## src/rtl/aclk_multi_alarm.sv

```systemverilog
// aclk_multi_alarm: N_AL independent alarm channels for the alarm clock.
// Each channel holds an alarm time (hh:mm), rings when the running time hits
// hh:mm:00 on a second boundary, supports snooze, and stops ringing by itself
// after RING_SEC unattended seconds. Alarm is the OR of all ringing channels.
//
// Strobe semantics: sec_tick and LD_al are single-cycle strobes with no
// back-pressure; they are acted on in the cycle they are high. STOP_al and
// AL_ON are levels. SNOOZE is sampled every cycle.
module aclk_multi_alarm #(
    parameter int N_AL       = 4,
    parameter int SNOOZE_MIN = 5,
    parameter int RING_SEC   = 60,
    localparam int IW        = (N_AL > 1) ? $clog2(N_AL) : 1
) (
    input  logic              clk,
    input  logic              reset,
    input  logic              sec_tick,
    input  logic [4:0]        cur_h,
    input  logic [5:0]        cur_m,
    input  logic [5:0]        cur_s,
    input  logic              LD_al,
    input  logic [IW-1:0]     ld_idx,
    input  logic [4:0]        ld_h,
    input  logic [5:0]        ld_m,
    input  logic [N_AL-1:0]   AL_ON,
    input  logic              STOP_al,
    input  logic              SNOOZE,
    output logic              Alarm,
    output logic [N_AL-1:0]   ringing,
    output logic [N_AL-1:0]   snoozed,
    output logic [2*N_AL-1:0] dbg_state
);

    localparam int SNZ_TICKS = SNOOZE_MIN * 60;
    localparam int MAX_TICKS = (RING_SEC > SNZ_TICKS) ? RING_SEC : SNZ_TICKS;
    localparam int CW        = $clog2(MAX_TICKS + 1);
    localparam logic [CW-1:0] RING_LAST = CW'(RING_SEC - 1);
    localparam logic [CW-1:0] SNZ_LAST  = CW'(SNZ_TICKS - 1);

    typedef enum logic [1:0] {
        ST_IDLE = 2'd0,
        ST_RING = 2'd1,
        ST_SNZ  = 2'd2
    } ch_state_t;

    // A load is only honoured when index and time are all in range.
    logic load_ok;
    assign load_ok = LD_al && (int'(ld_idx) < N_AL) && (ld_h <= 5'd23) && (ld_m <= 6'd59);

    genvar i;
    generate
        for (i = 0; i < N_AL; i++) begin : g_ch
            ch_state_t     st;
            logic [CW-1:0] cnt;
            logic [4:0]    al_h;
            logic [5:0]    al_m;
            logic          ring_q;
            logic          snz_q;
            logic          load_hit;
            logic          match;

            assign load_hit = load_ok && (int'(ld_idx) == i);
            assign match    = sec_tick && AL_ON[i] && (cur_h == al_h) &&
                              (cur_m == al_m) && (cur_s == 6'd0);

            // Per-channel alarm FSM; ring_q/snz_q are registered copies of the state.
            always_ff @(posedge clk or posedge reset) begin
                if (reset) begin
                    st     <= ST_IDLE;
                    cnt    <= '0;
                    al_h   <= '0;
                    al_m   <= '0;
                    ring_q <= 1'b0;
                    snz_q  <= 1'b0;
                end else if (load_hit) begin
                    // A load beats everything, including a same-cycle match on the old time.
                    al_h   <= ld_h;
                    al_m   <= ld_m;
                    st     <= ST_IDLE;
                    cnt    <= '0;
                    ring_q <= 1'b0;
                    snz_q  <= 1'b0;
                end else begin
                    case (st)
                        ST_IDLE: begin
                            // A match while STOP_al is held is swallowed.
                            if (match && !STOP_al) begin
                                st     <= ST_RING;
                                cnt    <= '0;
                                ring_q <= 1'b1;
                            end
                        end
                        ST_RING: begin
                            if (STOP_al || !AL_ON[i]) begin
                                st     <= ST_IDLE;
                                ring_q <= 1'b0;
                            end else if (SNOOZE) begin
                                st     <= ST_SNZ;
                                cnt    <= '0;
                                ring_q <= 1'b0;
                                snz_q  <= 1'b1;
                            end else if (sec_tick) begin
                                if (cnt == RING_LAST) begin
                                    st     <= ST_IDLE;
                                    ring_q <= 1'b0;
                                end else begin
                                    cnt <= cnt + 1'b1;
                                end
                            end
                        end
                        ST_SNZ: begin
                            if (STOP_al || !AL_ON[i]) begin
                                st    <= ST_IDLE;
                                snz_q <= 1'b0;
                            end else if (sec_tick) begin
                                if (cnt == SNZ_LAST) begin
                                    // Back to ringing with a fresh RING_SEC window.
                                    st     <= ST_RING;
                                    cnt    <= '0;
                                    ring_q <= 1'b1;
                                    snz_q  <= 1'b0;
                                end else begin
                                    cnt <= cnt + 1'b1;
                                end
                            end
                        end
                        default: begin
                            st     <= ST_IDLE;
                            ring_q <= 1'b0;
                            snz_q  <= 1'b0;
                        end
                    endcase
                end
            end

            assign ringing[i]         = ring_q;
            assign snoozed[i]         = snz_q;
            assign dbg_state[2*i +: 2] = st;
        end
    endgenerate

    // Shared buzzer: OR of the per-channel ringing flops.
    assign Alarm = |ringing;

endmodule

```

## config.mk

```make
export PLATFORM = sky130hd
export DESIGN_NAME = aclk_multi_alarm
export DESIGN_NICKNAME = d
export VERILOG_FILES = /design/src/rtl/aclk_multi_alarm.sv
export SDC_FILE = /design/constraint.sdc
export NUM_CORES = 1
export LEC_CHECK = 0
export ABC_AREA = 1
export CAP_MARGIN = 20
export CORE_ASPECT_RATIO = 1.5
export CORE_UTILIZATION = 56
export DETAILED_ROUTE_END_ITERATION = 8
export GPL_ROUTABILITY_DRIVEN = 0
export PLACE_DENSITY = 0.88
export SLEW_MARGIN = 10
export SYNTH_ARGS = -nofsm -noshare
export SYNTH_HDL_FRONTEND = slang
export SYNTH_SLANG_ARGS = --single-unit
```

## constraint.sdc

```tcl
create_clock -name clk -period 3.6 [get_ports clk]
set_input_delay 0.36 -clock clk [delete_from_list [all_inputs] [get_ports clk]]
set_output_delay 0.36 -clock clk [all_outputs]
set_load 0.005 [all_outputs]
```

=== Yosys cells after proc, flatten, opt, wreduce, memory -nomap -nowiden ===
Cells that the tools add are included.

* Order comparisons: 2
* Multipliers: 0
* Eq/ne operators: 79
* Div/mod/pow operators: 0
* Bitwise gates (word level): 0
* Mux-type cells: 145
* Reduce and logical (&&, ||, !) cells: 62
* Add/subtract/negate cells: 4
* Shift-type cells: 0

{| class="wikitable"
|+ Operators by type and width
! kind !! count
|-
| 2-to-1 mux 9 bit || 36
|-
| case mux 9 bit (3 select lines) || 4
|-
| 2-to-1 mux 2 bit || 36
|-
| inequality test 3 bit (second input constant) || 24
|-
| inequality test 4 bit (second input constant) || 16
|-
| 2-to-1 mux 1 bit || 57
|-
| inequality test 5 bit (second input constant) || 8
|-
| AND reduction 5 bit || 8
|-
| adder 9 x 1 -> 9 bit (second input constant) || 4
|-
| == test 9 x 6 -> 1 bit (second input constant) || 4
|-
| == test 9 bit (second input constant) || 4
|-
| AND reduction 7 bit || 4
|-
| logical AND 1 bit || 26
|-
| == test 6 bit || 4
|-
| case mux 1 bit (3 select lines) || 8
|-
| case mux 2 bit (3 select lines) || 4
|-
| AND reduction 6 bit || 4
|-
| == test 5 bit || 4
|-
| nonzero test 4 bit || 4
|-
| == test 2 bit (second input constant) || 6
|-
| == test 2 x 1 -> 1 bit (second input constant) || 5
|-
| logical NOT 2 bit || 5
|-
| inequality test 2 bit (second input constant) || 4
|-
| <= comparator 6 bit (second input constant) || 1
|-
| 5 further kinds || 12
|}

* Bits in read-only memories: 0
* Bits in writable memories: 0
* Flip-flop bits (word level): 96
* Memories: 0
* Word-level logic and storage cells: 316
* Input bits: 40
* Latch bits: 0
* Output and inout bits: 17

=== Logic depth before layout (Yosys ltp) ===
Gate-level depths: netlist (run 1).

* Depth after elaboration: 8
* Mapped depth: 12
* Gate-level depth less buffers: 12

=== Worst setup path before layout (run 1) ===
Ideal clock, no wire load.

* Kind: register to register
* From: register g_ch[3].st[0]
* To: register g_ch[3].cnt[3]
* Data required time: 3,482 ps
* Period minus slack after synthesis: 1,661 ps
* Buffers on the path: 1
* Slack: 1,939 ps
* Cell stages (with the launch flop): 11
* Arrival time: 1,542 ps
* Setup time: 118 ps
* Path through: dfrtp_1 inv_1 ha_1 clkbuf_1 nor3_1 nand2_1 nand2_2 nor2_8 nand3_4 nand2_1 nand2_1

* Word-level cells in the longest chain between the ends: 3
* Elaborated cells on any way between the ends: 13
* Those cells by class: eq/ne (8); mux (2); reduce/logical (3)

{| class="wikitable"
|+ Ends and longest elaborated chain
! item !! RTL line !! text
|-
| from (decl) || 53 || <nowiki>ch_state_t st;</nowiki>
|-
| from (signal assigned) || 69 || <nowiki>st <= ST_IDLE;</nowiki>
|-
| from (signal assigned) || 79 || <nowiki>st <= ST_IDLE;</nowiki>
|-
| from (signal assigned) || 88 || <nowiki>st <= ST_RING;</nowiki>
|-
| == test 2 x 1 -> 1 bit, or another cell as far along || 84 || <nowiki>case (st)</nowiki>
|-
| inequality test 4 bit (no line), or another cell as far along || - ||
|-
| AND reduction 7 bit (no line) or 2-to-1 mux 9 bit (tied branches) || - ||
|-
| to (signal assigned) || 107 || <nowiki>cnt <= cnt + 1'b1;</nowiki>
|-
| to (signal assigned) || 123 || <nowiki>cnt <= cnt + 1'b1;</nowiki>
|-
| to (decl) || 54 || <nowiki>logic [CW-1:0] cnt;</nowiki>
|}

Parallel ways exist; a longest one is shown, timed or not.
A chain may end at the register's enable or synchronous reset.

=== Worst setup path after layout (run 1) ===
* From: input port LD_al
* To: register g_ch[3].cnt[6]

* Word-level cells in the longest chain between the ends: 5
* Elaborated cells on any way between the ends: 12
* Those cells by class: eq/ne (6); mux (1); reduce/logical (5)

{| class="wikitable"
|+ Ends and longest elaborated chain
! item !! RTL line !! text
|-
| from (decl) || 21 || <nowiki>input logic LD_al,</nowiki>
|-
| logical AND 1 bit (*) (2 in series) || 48 || <nowiki>assign load_ok = LD_al && (int'(ld_idx) < N_AL) && (ld_h <= 5'd23) && (ld_m <= 6'd59);</nowiki>
|-
| logical AND 1 bit (*) || 62 || <nowiki>assign load_hit = load_ok && (int'(ld_idx) == i);</nowiki>
|-
| inequality test 4 bit (no line), or another cell as far along || - ||
|-
| AND reduction 7 bit (no line) || - ||
|}

Mark *: on every way between the ends. The rest lies on a longest branch, timed or not.

==> impl_metrics.tcl, run 1 <==
set metrics [dict create \
    synth_largest_type_area_fraction_pct 35.3 \
    whs_endpoint "g_ch[2].al_h[2]" \
    synth_sequential_area_ratio_pct 35.3 \
    hold_path_depth 2 \
    cts_resized 0 \
    power-per-cell-area_nw_per_um2 530 \
    p_total_w 0.00409 \
    clkLatencyLatePin_ps 350 \
    post_synth_xor_area_fraction_pct 2.31 \
    worst_ep_arrival_time_ps 2450 \
    diodes 0 \
    drt_iter0_markers 476 \
    multiplexer_fraction_of_the_synthesized_cell_area_pct 0 \
    worst_ep_required_time_ps 3830 \
    run_status "complete, no violations" \
    syn-num-nets 1079 \
    dp_hpwl_um 12000 \
    yosysUniqueCellTypes 36 \
    clock_tree.root_cell "clkbuf_16" \
    largest_family_of_logic_cells_by_synthesized_area "simple AND/OR/NAND/NOR gates" \
    ios 57 \
    overflow 0 \
    synthSimpleGateAreaFrac_pct 41.9 \
    synthToLayoutAreaGrowth_pct 13.3 \
    report.final.setup_viol 0 \
    synth-warning-count 0 \
    min-delay-start "g_ch[2].al_h[2]" \
    finClkSkew_ps 9.89 \
    die_height_um 137 \
    floorplan.initialDensity_pct 57.3 \
    worst_hold_path_type "reg2reg" \
    post_synth_fa_ha_maj_area_fraction_pct 3.67 \
    ys_dominant_reg_cell "dfrtp_1" \
    synth_largest_area_cell "dfrtp_1" \
    layout_worst_path_cycle_share_pct 61.5 \
    clock.fmax_mhz 452 \
    worstMarginPinSlew_ps 846 \
    timing.setup.tns_ps 0 \
    critPathMaxFanout 36 \
    setup.worst_path.end_class "flop" \
    drive_gt1_share_pct 6.19 \
    finalHoldViolCount 0 \
    detailroute.via_count 6431 \
    timing.reg2reg.worst_path_depth 10 \
    final_nets 1121 \
    grt_pass1_wl_um 27100 \
    crit-reg2reg-capture "g_ch[3].cnt[3]" \
    hold_buffers 0 \
    worstReg2RegStart "g_ch[3].st[1]" \
    vdd.ir_drop.worst_v 0.000335 \
    netlist_top_cells_count "nand2_1 (366), inv_1 (132), nor2_1 (127)" \
    rrSetupSlack_ps 1630 \
    cap_violations 0 \
    post_synth_instance_area_um2 6810 \
    maximum_number_of_pins_on_one_net_before_global_route_repair 67 \
    worst-setup-path-type "in2reg" \
    first_global_vias 6160 \
    ctsLongestPathBuffers 2 \
    postSynthAreaPerCell_um2 6.69 \
    post-cts-setup-buffers 0 \
    cts_tree "yes" \
    timing.max_slew.rel_slack_pct 43.6 \
    clkSlewWorstSetupHoldPaths_ps 70 \
    grtUsageTotal_pct 27.1 \
    synth_edf_count 0 \
    leakagePower_nw 3.94 \
    drtPass1Iterations 5 \
    number_of_buffers_added_on_ports 56 \
    final_antenna_net_count 0 \
    final_period_minus_worst_setup_slack_ps 2210 \
    number_of_fillers_in_the_final_layout 1027 \
    synth_most_common_cell "nand2_1" \
    synth.top_cells.by_area "dfrtp_1 (35%), nand2_1 (20%), inv_1 (7.3%), nor2_1 (7.0%), o21ai_0 (5.6%)" \
    number_of_antenna_violations_at_the_first_check_in_global_routing 0 \
    cts.htree.levels 3 \
    cts.sink_count 96 \
    setup.worst_path.start_class "primary input" \
    cts_inserted_buffers 9 \
    ys_async_sr_fraction_pct 100 \
    row_count 49 \
    synth_compound_area_share_pct 6.98 \
    floorplan_core_area_um2 11900 \
    setup_slack_after_layout_ps 1390 \
    ys_ff_latch 96 \
    final_max_slew_viols 0 \
    wl_per_cell_um 13.3 \
    postSynthCellCount 1019 \
    placement.setup.worst_slack_ps 1070 \
    route.final.wire_length_um 16200 \
    rsz0062_at_grt "false" \
    remaining_design_rule_violation_count 0 \
    vias_per_cell 5.28 \
    chipWidth_um 92.1 \
    design.die.area_um2 12600 \
]
flip-flops by register name, indices dropped and copies added, names as in the netlist:
name,flops
g_ch.cnt,36
g_ch.al_m,24
g_ch.al_h,20
g_ch.st,8
g_ch.ring_q,4
g_ch.snz_q,4
how the worst max path moves through the flow:
stage          start               to  depth (start not counted)
6_report       LD_al   g_ch[3].cnt[6]                         10
2_1_floorplan  reset  g_ch[0].al_h[0]                          1
4_1_cts        LD_al    g_ch[1].st[1]                         10
3_5_place_dp   LD_al   g_ch[3].cnt[6]                         10
3_3_place_gp   LD_al    g_ch[2].st[1]                         10
5_1_grt        LD_al    g_ch[1].st[1]                         10
area by class of cell:
type,instances,area [um2],share of cell area [%]
clock buffers,10,229,2.97
inverters,137,517,6.69
repair buffers,58,576,7.45
multi-input cells,759,3740,48.4
well taps,153,191,2.48
flip-flops and latches,96,2400,31.1
clock inverters,6,67.6,0.875
layer usage:
metal | global-route usage [%] | wire length [um] | up-vias
met2 | 49.2 | 8160 | 171
met3 | 4.94 | 816 | 51
li1 | - | - | 3271
met1 | 30.0 | 6570 | 2938
met4 | 13.7 | 660 | 0
met5 | 0 | 0 | -
per-stage QoR:
stage               util [%]  std cells  hold WS (ps)  instance area [um2]
finish                  64.9       1219           494                 7720
global route            64.9       1219           528                 7720
CTS                     64.9       1219           495                 7720
detailed placement      62.4       1203           479                 7420
global placement        62.4       1203           469                 7420
floorplan                  -       1019           453                 6810
critical path, stage by stage:
cell             delay, ps
clkdlybuf4s50_1        490
inv_1                   70
a21oi_4                280
nand3b_4               390
nand3_1                240
nand2_2                110
nor2_8                 170
nand3_4                150
nand2_1                100
nand2_1                 50
placed cells by master, fill, tap and decap left out, types with 3 or more instances in the layout:
cell             netlist  final
clkbuf_16              0      9
clkdlybuf4s50_1        0     56
dfrtp_1               96     96
ha_1                  20     20
inv_1                132    131
inv_2                  5      5
nand2_1              366    366
nand2_2               13     13
nand2_4                3      3
nand3_1               45     45
nand3_2                4      4
nand3_4                6      6
nand4_1               41     41
nor2_1               127    127
nor2_2                 3      3
nor2_8                 4      4
nor3_1                14     14
o21ai_0               76     76
xnor2_1                7      7
xor2_1                11     11
cell families (layout without fill, tap and decap cells):
family	Yosys count	count (layout)
and+or+nand+nor	635	635
buffers and inverters	164	211
DFF	96	96
AOI/OAI and AO/OA	86	86
adders and majority gates	20	20
xor gates and xnor gates	18	18
power breakdown:
part	switching [W]	internal (W)	leakage, nW
Clock	0.000429	0.000543	0.139
Sequential	0.000190	0.00127	1.26
Combinational	0.00103	0.000630	2.55
No activity file was read; power rests on OpenSTA's default activity.
==> run 2: changes to the inputs <==
CORE_UTILIZATION = 54   (was 56)
PLACE_DENSITY = 0.89   (was 0.88)
clock period = 2 ns   (was 3.6 ns; I/O delays follow)
==> run 2 against run 1 <==
  * Clock-buffer cell count down 1
  * Clock power grew 67%
  * Clock skew hardly changed
  * Worst setup slack got worse by 1300 ps
  * Global-route usage decreased by 0.59 points
  * Hold slack worse by 210 ps
  * Total power is 80% higher
  * Combinational power is 89% higher
  * Wire length is 0.88% lower
  * First-iteration DRC count decreased by 13%
  * Via count increased by 2.3%
==> impl_metrics.tcl, run 2 (synthesized netlist as in run 1, its figures left out) <==
set metrics [dict create \
    run_status "complete, no violations" \
    p_total_w 0.00736 \
    finClkSkew_ps 10.3 \
    power.internal_w 0.00439 \
    p_switching_w 0.00298 \
    ctsLongestPathBuffers 2 \
    critical_path.startpoint "g_ch[1].ring_q" \
    layout_worst_path_cycle_share_pct 97.2 \
    grt_pass1_wl_um 27600 \
    cts.sink_count 96 \
    vdd.ir_drop.worst_v 0.000711 \
    maximum_number_of_pins_on_one_net_before_global_route_repair 97 \
    drive_gt1_share_pct 8.95 \
    timing.max_slew.rel_slack_pct 62.5 \
    reg.largest.list "g_ch.cnt (36), g_ch.al_m (24), g_ch.al_h (20)" \
    mostFrequentLayoutCell "nand2_1" \
    cts_tree "yes" \
    critPathMaxFanout 3 \
    cts_inserted_buffers 9 \
    critical_path.max_stage_delay_ps 520 \
    cp_top_family "simple AND/OR/NAND/NOR gates" \
    overflow 0 \
    drt_iter0_markers 413 \
    timing.critical_path.slowest_stage_cell "or4_1" \
    seq_area_um2 2400 \
    die_height_um 140 \
    postLayoutCellArea_um2 7950 \
    power-per-cell-area_nw_per_um2 926 \
    final_nets 1151 \
    multi_input_comb_area_um2 3740 \
    clkLatencyLatePin_ps 360 \
    worst-setup-path-type "reg2out" \
    dp_hpwl_um 11800 \
    design.die.area_um2 13100 \
    share_clk_of_total_power_pct 22.0 \
    report.final.setup_viol 0 \
    vias_per_cell 5.27 \
    remaining_design_rule_violation_count 0 \
    detailroute.via_count 6579 \
    number_of_antenna_violations_at_the_first_check_in_global_routing 0 \
    final_period_minus_worst_setup_slack_ps 1940 \
    cap_violations 0 \
    worstReg2RegStart "g_ch[1].st[0]" \
    finalHoldViolCount 0 \
    swShare_pct 40.4 \
    worst_ep_required_time_ps 1800 \
    ios 57 \
    largest_register_ffs 36 \
    diodes 0 \
    placed_cell_count 1233 \
    layout.cells.most_common_list "nand2_1 (365), inv_1 (131), nor2_1 (127)" \
    final_max_slew_viols 0 \
    worst_hold_path_type "in2async" \
    clkSlewWorstSetupHoldPaths_ps 70 \
    chipWidth_um 93.7 \
    setup.worst_path.start_class "flop" \
    drtPass1Iterations 5 \
    placed_cell_area_um2 7680 \
    grtUsageTotal_pct 26.5 \
    top_register "g_ch.cnt" \
    path_buf_inv 1 \
    floorplan_core_area_um2 12100 \
    number_of_fillers_in_the_final_layout 1002 \
    first_global_vias 6112 \
    floorplan.initialDensity_pct 56.1 \
    rsz0062_at_grt "false" \
    worstMarginPinSlew_ps 563 \
    clock.fmax_mhz 514 \
    cts.htree.levels 3 \
    final_antenna_net_count 0 \
    worst_ep_arrival_time_ps 1740 \
    row_count 49 \
    path_cells "or4_1, clkdlybuf4s50_1" \
    route.final.wire_length_um 16100 \
    clock_tree.root_cell "clkbuf_16" \
    synthToLayoutAreaGrowth_pct 16.7 \
    final_cell_count_no_fill 1248 \
    setup.worst_path.end_class "primary output" \
    leakagePower_nw 4.08 \
    wl_per_cell_um 12.9 \
    seq_power_share_pct 35.4 \
    number_of_buffers_added_on_ports 56 \
    power_frac_comb_pct 42.6 \
]
==> run 2: changes by cell type in the layout (fill, tap and decap cells not counted), moves of 2 or more <==
cell and delta:
buf_4 +28, buf_12 +2, clkinv_4 +2, inv_6 -2
==> run 2: timing repair <==
| item | in CTS | in global routing |
|---|---|---|
| hold buffers | 0 | 0 |
| setup endpoints to repair | 0 | 11 |
| gates resized for setup | 0 | 2 |
| buffers inserted | 0 | 0 |
==> run 2: final timing paths <==
check	slack [ps]	end	cells after the start
min reg2reg	490	g_ch[2].al_m[1]	2
max reg2reg	150	g_ch[1].cnt[0]	10
min	290	g_ch[3].cnt[1]	3
min in group clk	480	g_ch[2].al_m[1]	3
max in group asynchronous	1230	g_ch[1].cnt[1]	3
max	60	Alarm	2
==> run 2: routing by layer <==
layer  GRT usage (%)  routed length [um]
met1            32.9                6720
met2            46.4                8260
met3            3.72                 746
met4            8.66                 325
met5               0                   0
==> run 2: power groups by stage <==
stage / logic, W / clock network, W / registers (W)
finish: 0.00314 / 0.00162 / 0.00261
global route: 0.00350 / 0.00172 / 0.00265
CTS: 0.00312 / 0.00165 / 0.00260
detailed placement: 0.00310 / 0 / 0.00264
global placement: 0.00301 / 0 / 0.00263
floorplan: 0.00227 / 0 / 0.00254
==> run 2: worst min-delay path: stages <==
cell and delay (ps):
clkdlybuf4s50_1 440, clkinvlp_4 90, buf_12 350
==> run 2: final cells by class <==
class                      instances  share of cell area (%)
sequential                        96                    30.2
clock inverter                     6                   0.582
timing repair buffer              88                    10.4
tap                              153                    2.41
inverter                         137                    6.51
multi-input combinational        759                    47.1
clock buffer                       9                    2.83
==> run 2: metrics by stage <==
step                setup slack (ps)  setup TNS [ps]  hold slack [ps]  utilization, %
detailed placement              -106           -1870              473            63.2
finish                          55.1               0              287            65.5
global route                    6.69               0              397            65.5
global placement               -32.6            -559              471            63.2
floorplan                        339               0              389               -
CTS                             42.0               0              367            65.5
==> run 3: changes to the inputs <==
ABC_CLOCK_PERIOD_IN_PS = 2000   (was default)
==> results of run 3 <==
The final DEF is identical to that of run 2; final timing and power are the same.
==> variant 1, RTL diff (settings of run 2) <==
`SNOOZE_MIN`: 5 -> 10.
--- a/src/rtl/aclk_multi_alarm.sv
+++ b/src/rtl/aclk_multi_alarm.sv
@@ -8,7 +8,7 @@
 // AL_ON are levels. SNOOZE is sampled every cycle.
 module aclk_multi_alarm #(
     parameter int N_AL       = 4,
-    parameter int SNOOZE_MIN = 5,
+    parameter int SNOOZE_MIN = 10,
     parameter int RING_SEC   = 60,
     localparam int IW        = (N_AL > 1) ? $clog2(N_AL) : 1
 ) (
Function: no difference found for any inputs over 4 cycles, from zero or initial values and one cycle with reset high; that may be too few to reach the edited logic, so the function may still have changed.
==> variant 1 against run 2 <==
  * Sequential power is 3% higher
  * Area after synthesis rose by 3.8%
  * First-iteration DRC count down 19%
  * Sequential cell count is 4 higher
  * Critical path depth is the same
  * Wire length grew 9.3%
  * Setup slack gained 0.013 ns
  * Cell area rose by 5.4%
  * Register-to-register slack worse by 0.05 ns
  * Power grew 4.3%
  * Largest power group unchanged
==> variant 1: results (changes against run 2) <==
Status
  • Status: complete, no violations

Setup path
  • Reg2Reg Setup Slack: 0.10 ns (-0.05 ns)

Synthesis
  • Post-synthesis sequential area ratio: 35.39% (+0.14 points)
  • Top post-synthesis cells by area: dfrtp_1 35%, nand2_1 22%, inv_1 7.8%, nor2_1 6.7%, o21ai_0 4.6%
  • Mapped Cells: 1107 (+8.6%)
  • EDFF count, synth: 0 (unchanged)
  • Most common library cells after synthesis: 423 x nand2_1, 146 x inv_1, 127 x nor2_1
  • Synthesis Warnings: 0 (unchanged)
  • Post-synth net total: 1167 (+8.2%)

Power and ir drop
  • Leakage: 4.423 nW (+8.4%)
  • Sw frac: 40.31% (-0.12 points)
  • Worst VDD drop: 0.6219 mV (-13%)

STA
  • Final Skew: 0.009756 ns (-0.0005164 ns)
  • Setup ws final: 0.06774 ns (+0.01268 ns)
  • Max-slew headroom: 64.20% (+1.7 points)
  • Worst hold slack: 0.3580 ns (+0.07089 ns)

Final layout
  • Biggest regs: g_ch.cnt (40), g_ch.al_m (24), g_ch.al_h (20)
  • Share of layout cells above drive strength 1: 9.859% (+0.91 points)

Global route
  • Overall Global Routing Usage: 27.20% (+0.74 points)
  • Largest net degree at the start of global routing: 101 (+4.1%)
  • First-pass GRT wire length: 29260 µm (+5.8%)

Route
  • Routed len/inst: 12.87 µm (about the same)
  • Post-Route WL: 17540 µm (+9.3%)
  • DRT iter0 DRCs: 335 (-19%)
  • Vias: 7077 (+7.6%)

Placed design
  • Post-DP HPWL: 13000 µm (+10%)
  • Placed cell areas: 8080 µm² (+5.3%)
  • Pre-CTS setup slack: -0.06679 ns (+0.03941 ns)
## variant 1: kinds of logic (layout without fill, tap and decap cells)
kind of cell             count (synthesis)  count (layout)  share of synthesized area (%)
buffers and inverters                  190             290                          11.13
AO/OA/AOI/OAI                          104             104                          7.556
adder cells (fa/ha/maj)                 20              20                          3.539
XOR/XNOR                                12              12                          1.487
AND/OR/NAND/NOR                        681             681                          40.90
flip-flops                             100             100                          35.39
## variant 1: what timing repair did
action	CTS	global route
buffers inserted	0	0
setup endpoints to repair	0	11
resized for setup	0	3
## variant 1: routing by layer
metal / share of wire, % / track usage (%)
met1: 40 / 31.22
met2: 50 / 48.31
met3: 4.8 / 3.526
met4: 4.7 / 14.14
met5: 0 / 0
## variant 1: final timing paths
path,start,end,cells past startpoint
setup / recovery,g_ch[2].ring_q,Alarm,2
hold / removal,reset,g_ch[0].al_m[1],3
setup reg to reg,g_ch[1].st[0],g_ch[1].cnt[7],11
hold reg to reg,g_ch[2].snz_q,g_ch[2].snz_q,2
max in group asynchronous,reset,g_ch[0].cnt[4],3
min in group clk,ld_h[1],g_ch[3].al_h[1],3
## variant 1: layout make-up
| type | count | area (µm²) |
|---|---|---|
| inverters | 163 | 615.6 |
| clock buffers | 9 | 225.2 |
| flip-flops and latches | 100 | 2502 |
| multi-input cells | 817 | 3792 |
| fillers | 1063 | 4258 |
| repair buffers | 111 | 985.9 |
| well taps | 156 | 195.2 |
| clock inverters | 7 | 62.56 |
## variant 1: power groups by stage
stage                     clock network (W)  registers (W)  logic [W]
after floorplan                           0        0.00263    0.00218
after global placement                    0        0.00271    0.00312
after detailed placement                  0        0.00272    0.00320
after CTS                           0.00176        0.00268    0.00323
after global routing                0.00185        0.00274    0.00364
final                               0.00173        0.00269    0.00326
==> variant 2, RTL diff (config.mk and constraints of run 2) <==
Made on the original files. Add an input register stage for `ld_h`, with the module's reset; this delays it by one clock. The other inputs are not delayed to match.
--- a/src/rtl/aclk_multi_alarm.sv
+++ b/src/rtl/aclk_multi_alarm.sv
@@ -43,9 +43,19 @@
         ST_SNZ  = 2'd2
     } ch_state_t;
 
+    logic [4:0] ld_h_q;
+
+    always_ff @(posedge clk or posedge reset) begin
+        if (reset) begin
+            ld_h_q <= '0;
+        end else begin
+            ld_h_q <= ld_h;
+        end
+    end
+
     // A load is only honoured when index and time are all in range.
     logic load_ok;
-    assign load_ok = LD_al && (int'(ld_idx) < N_AL) && (ld_h <= 5'd23) && (ld_m <= 6'd59);
+    assign load_ok = LD_al && (int'(ld_idx) < N_AL) && (ld_h_q <= 5'd23) && (ld_m <= 6'd59);
 
     genvar i;
     generate
@@ -74,7 +84,7 @@
                     snz_q  <= 1'b0;
                 end else if (load_hit) begin
                     // A load beats everything, including a same-cycle match on the old time.
-                    al_h   <= ld_h;
+                    al_h   <= ld_h_q;
                     al_m   <= ld_m;
                     st     <= ST_IDLE;
                     cnt    <= '0;
Check against the original RTL: not equivalent (Yosys sat finds a counterexample within 4 cycles, from zero or initial values and one cycle with reset high).
==> variant 2 against run 2 <==
  * Core utilization rose by 1.4 points
  * Largest cell class unchanged
  * First-iteration DRC count fell by 30%
  * Via count fell by 2.8%
  * Wire length rose by 4.3%
  * Cell area rose by 1.0%
  * Hold slack got worse by 0.011 ns
  * Area after synthesis fell by 1.8%
  * Setup slack improved by 0.073 ns
  * Sequential cell count rose by 5
  * Critical endpoint is now g_ch[3].cnt[6]
  * Power rose by 4.6%
==> variant 2: results (changes against run 2) <==
Synthesis
  • Avg Cell Area, Syn: 6.970 µm² (+4.2%)
  • Mux cell area share after synthesis: 0% (unchanged)
  • Top post-synthesis cells by area: dfrtp_1 38%, nand2_1 19%, nor2_1 6.6%, inv_1 5.6%, xor2_1 4.1%
  • Compound-cell area share of the yosys netlist: 6.283% (-0.69 points)
  • Most common library cells after synthesis: 347 x nand2_1, 118 x nor2_1, 101 x dfrtp_1
  • Post-synthesis sequential area ratio: 37.77% (+2.5 points)
  • Post-Synth XOR/XNOR Area: 4.581% (+2.3 points)
  • Adder-Cell Fraction of Synth Area: 3.740% (+0.067 points)
  • Post-synth net total: 1020 (-5.5%)

Placed design
  • Placed cell areas: 7741 µm² (+0.85%)
  • Pre-CTS setup slack: -0.08678 ns (+0.01941 ns)
  • Post-DP HPWL: 12250 µm (+4.1%)

Global route
  • Initial antenna violation count: 0 (unchanged)
  • Largest net degree at the start of global routing: 102 (+5.2%)
  • Overall Global Routing Usage: 27.68% (+1.2 points)
  • Met3 global-route usage: 3.630% (-0.085 points)
  • GR Util met1: 31.78% (-1.2 points)
  • Met2 Resource Use GR: 48.10% (+1.7 points)
  • First-pass GRT wire length: 28280 µm (+2.3%)

STA
  • Final min period: 1.872 ns (-0.07298 ns)
  • Max-slew headroom: 60.87% (-1.6 points)
  • Final Skew: 0.009023 ns (-0.001249 ns)
  • Worst hold slack: 0.2757 ns (-0.01141 ns)

Final layout
  • Finished Layout Cells: 1216 (-2.6%)
  • Fin nets: 1118 (-2.9%)
  • Multi-input logic area: 3596 µm² (-3.9%)
  • Share of layout cells above drive strength 1: 11.67% (+2.7 points)
  • ANT cells: 0 (unchanged)
  • Fillers: 974 (-2.8%)
  • Biggest regs: g_ch.cnt (36), g_ch.al_m (24), g_ch.al_h (20)

Status
  • Status: complete, no violations

Power and ir drop
  • Sw frac: 39.72% (-0.71 points)
  • Worst VDD drop: 0.4732 mV (-33%)
  • Leakage: 4.075 nW (-0.11%)

Setup path
  • Crit path max fanout: 9 (+6)
  • Crit path max-delay cell type: dfrtp_2
  • Largest stage delay on the critical path: 0.48 ns (-0.04 ns)
  • Capturing point of the worst reg2reg path: g_ch[3].cnt[6]
  • Reg2Reg Setup Slack: 0.13 ns (-0.02 ns)
  • WS Path Type: reg -> reg
  • Worst R2R Path Depth: 10 (unchanged)
  • Crit-path leading delay family: simple AND/OR/NAND/NOR gates
  • CP startpoint: ld_h_q[4]

Route
  • Post-Route WL: 16750 µm (+4.3%)
  • Met1 WL: 6510 µm (-3.2%)
  • Vias: 6396 (-2.8%)
  • Met2 Wirelength: 8519 µm (+3.1%)
  • DRT iter0 DRCs: 288 (-30%)
  • Met3 wire length: 825 µm (+11%)

Min path
  • Min-Delay Path Class: in -> reg
  • HP Start: ld_h[4]
  • Worst Hold End: ld_h_q[4]

Clock network
  • Clock root buffer: clkbuf_16
  • Clock Path Buffers: 2 (unchanged)
  • Number of CTS-inserted buffers: 9 (unchanged)
  • Clock Latency Late Sink: 0.35 ns
==> variant 2: cell types whose count changed after synthesis, sizes merged, moves of 4 or more <==
cell / change
nand4: -7
clkbuf: -5
xor2: +20
nand2: -19
nor2: -9
nand3b: -4
dfrtp: +5
o21ai: -19
inv: -19
a21oi: +5
==> variant 2: layout make-up <==
class / count / area share [%]
tap: 153 / 2.382
sequential: 101 / 31.47
clock inverter: 5 / 0.5294
timing repair buffer: 106 / 12.15
clock buffer: 11 / 3.021
inverter: 121 / 5.699
multi-input combinational: 719 / 44.75
==> variant 2: power by group through the flow <==
stage	Sequential, W	Clock (W)	Combinational (W)
4_1_cts	0.00269	0.00171	0.00330
6_report	0.00270	0.00169	0.00331
2_1_floorplan	0.00265	0	0.00221
3_3_place_gp	0.00272	0	0.00318
3_5_place_dp	0.00272	0	0.00327
5_1_grt	0.00274	0.00178	0.00369
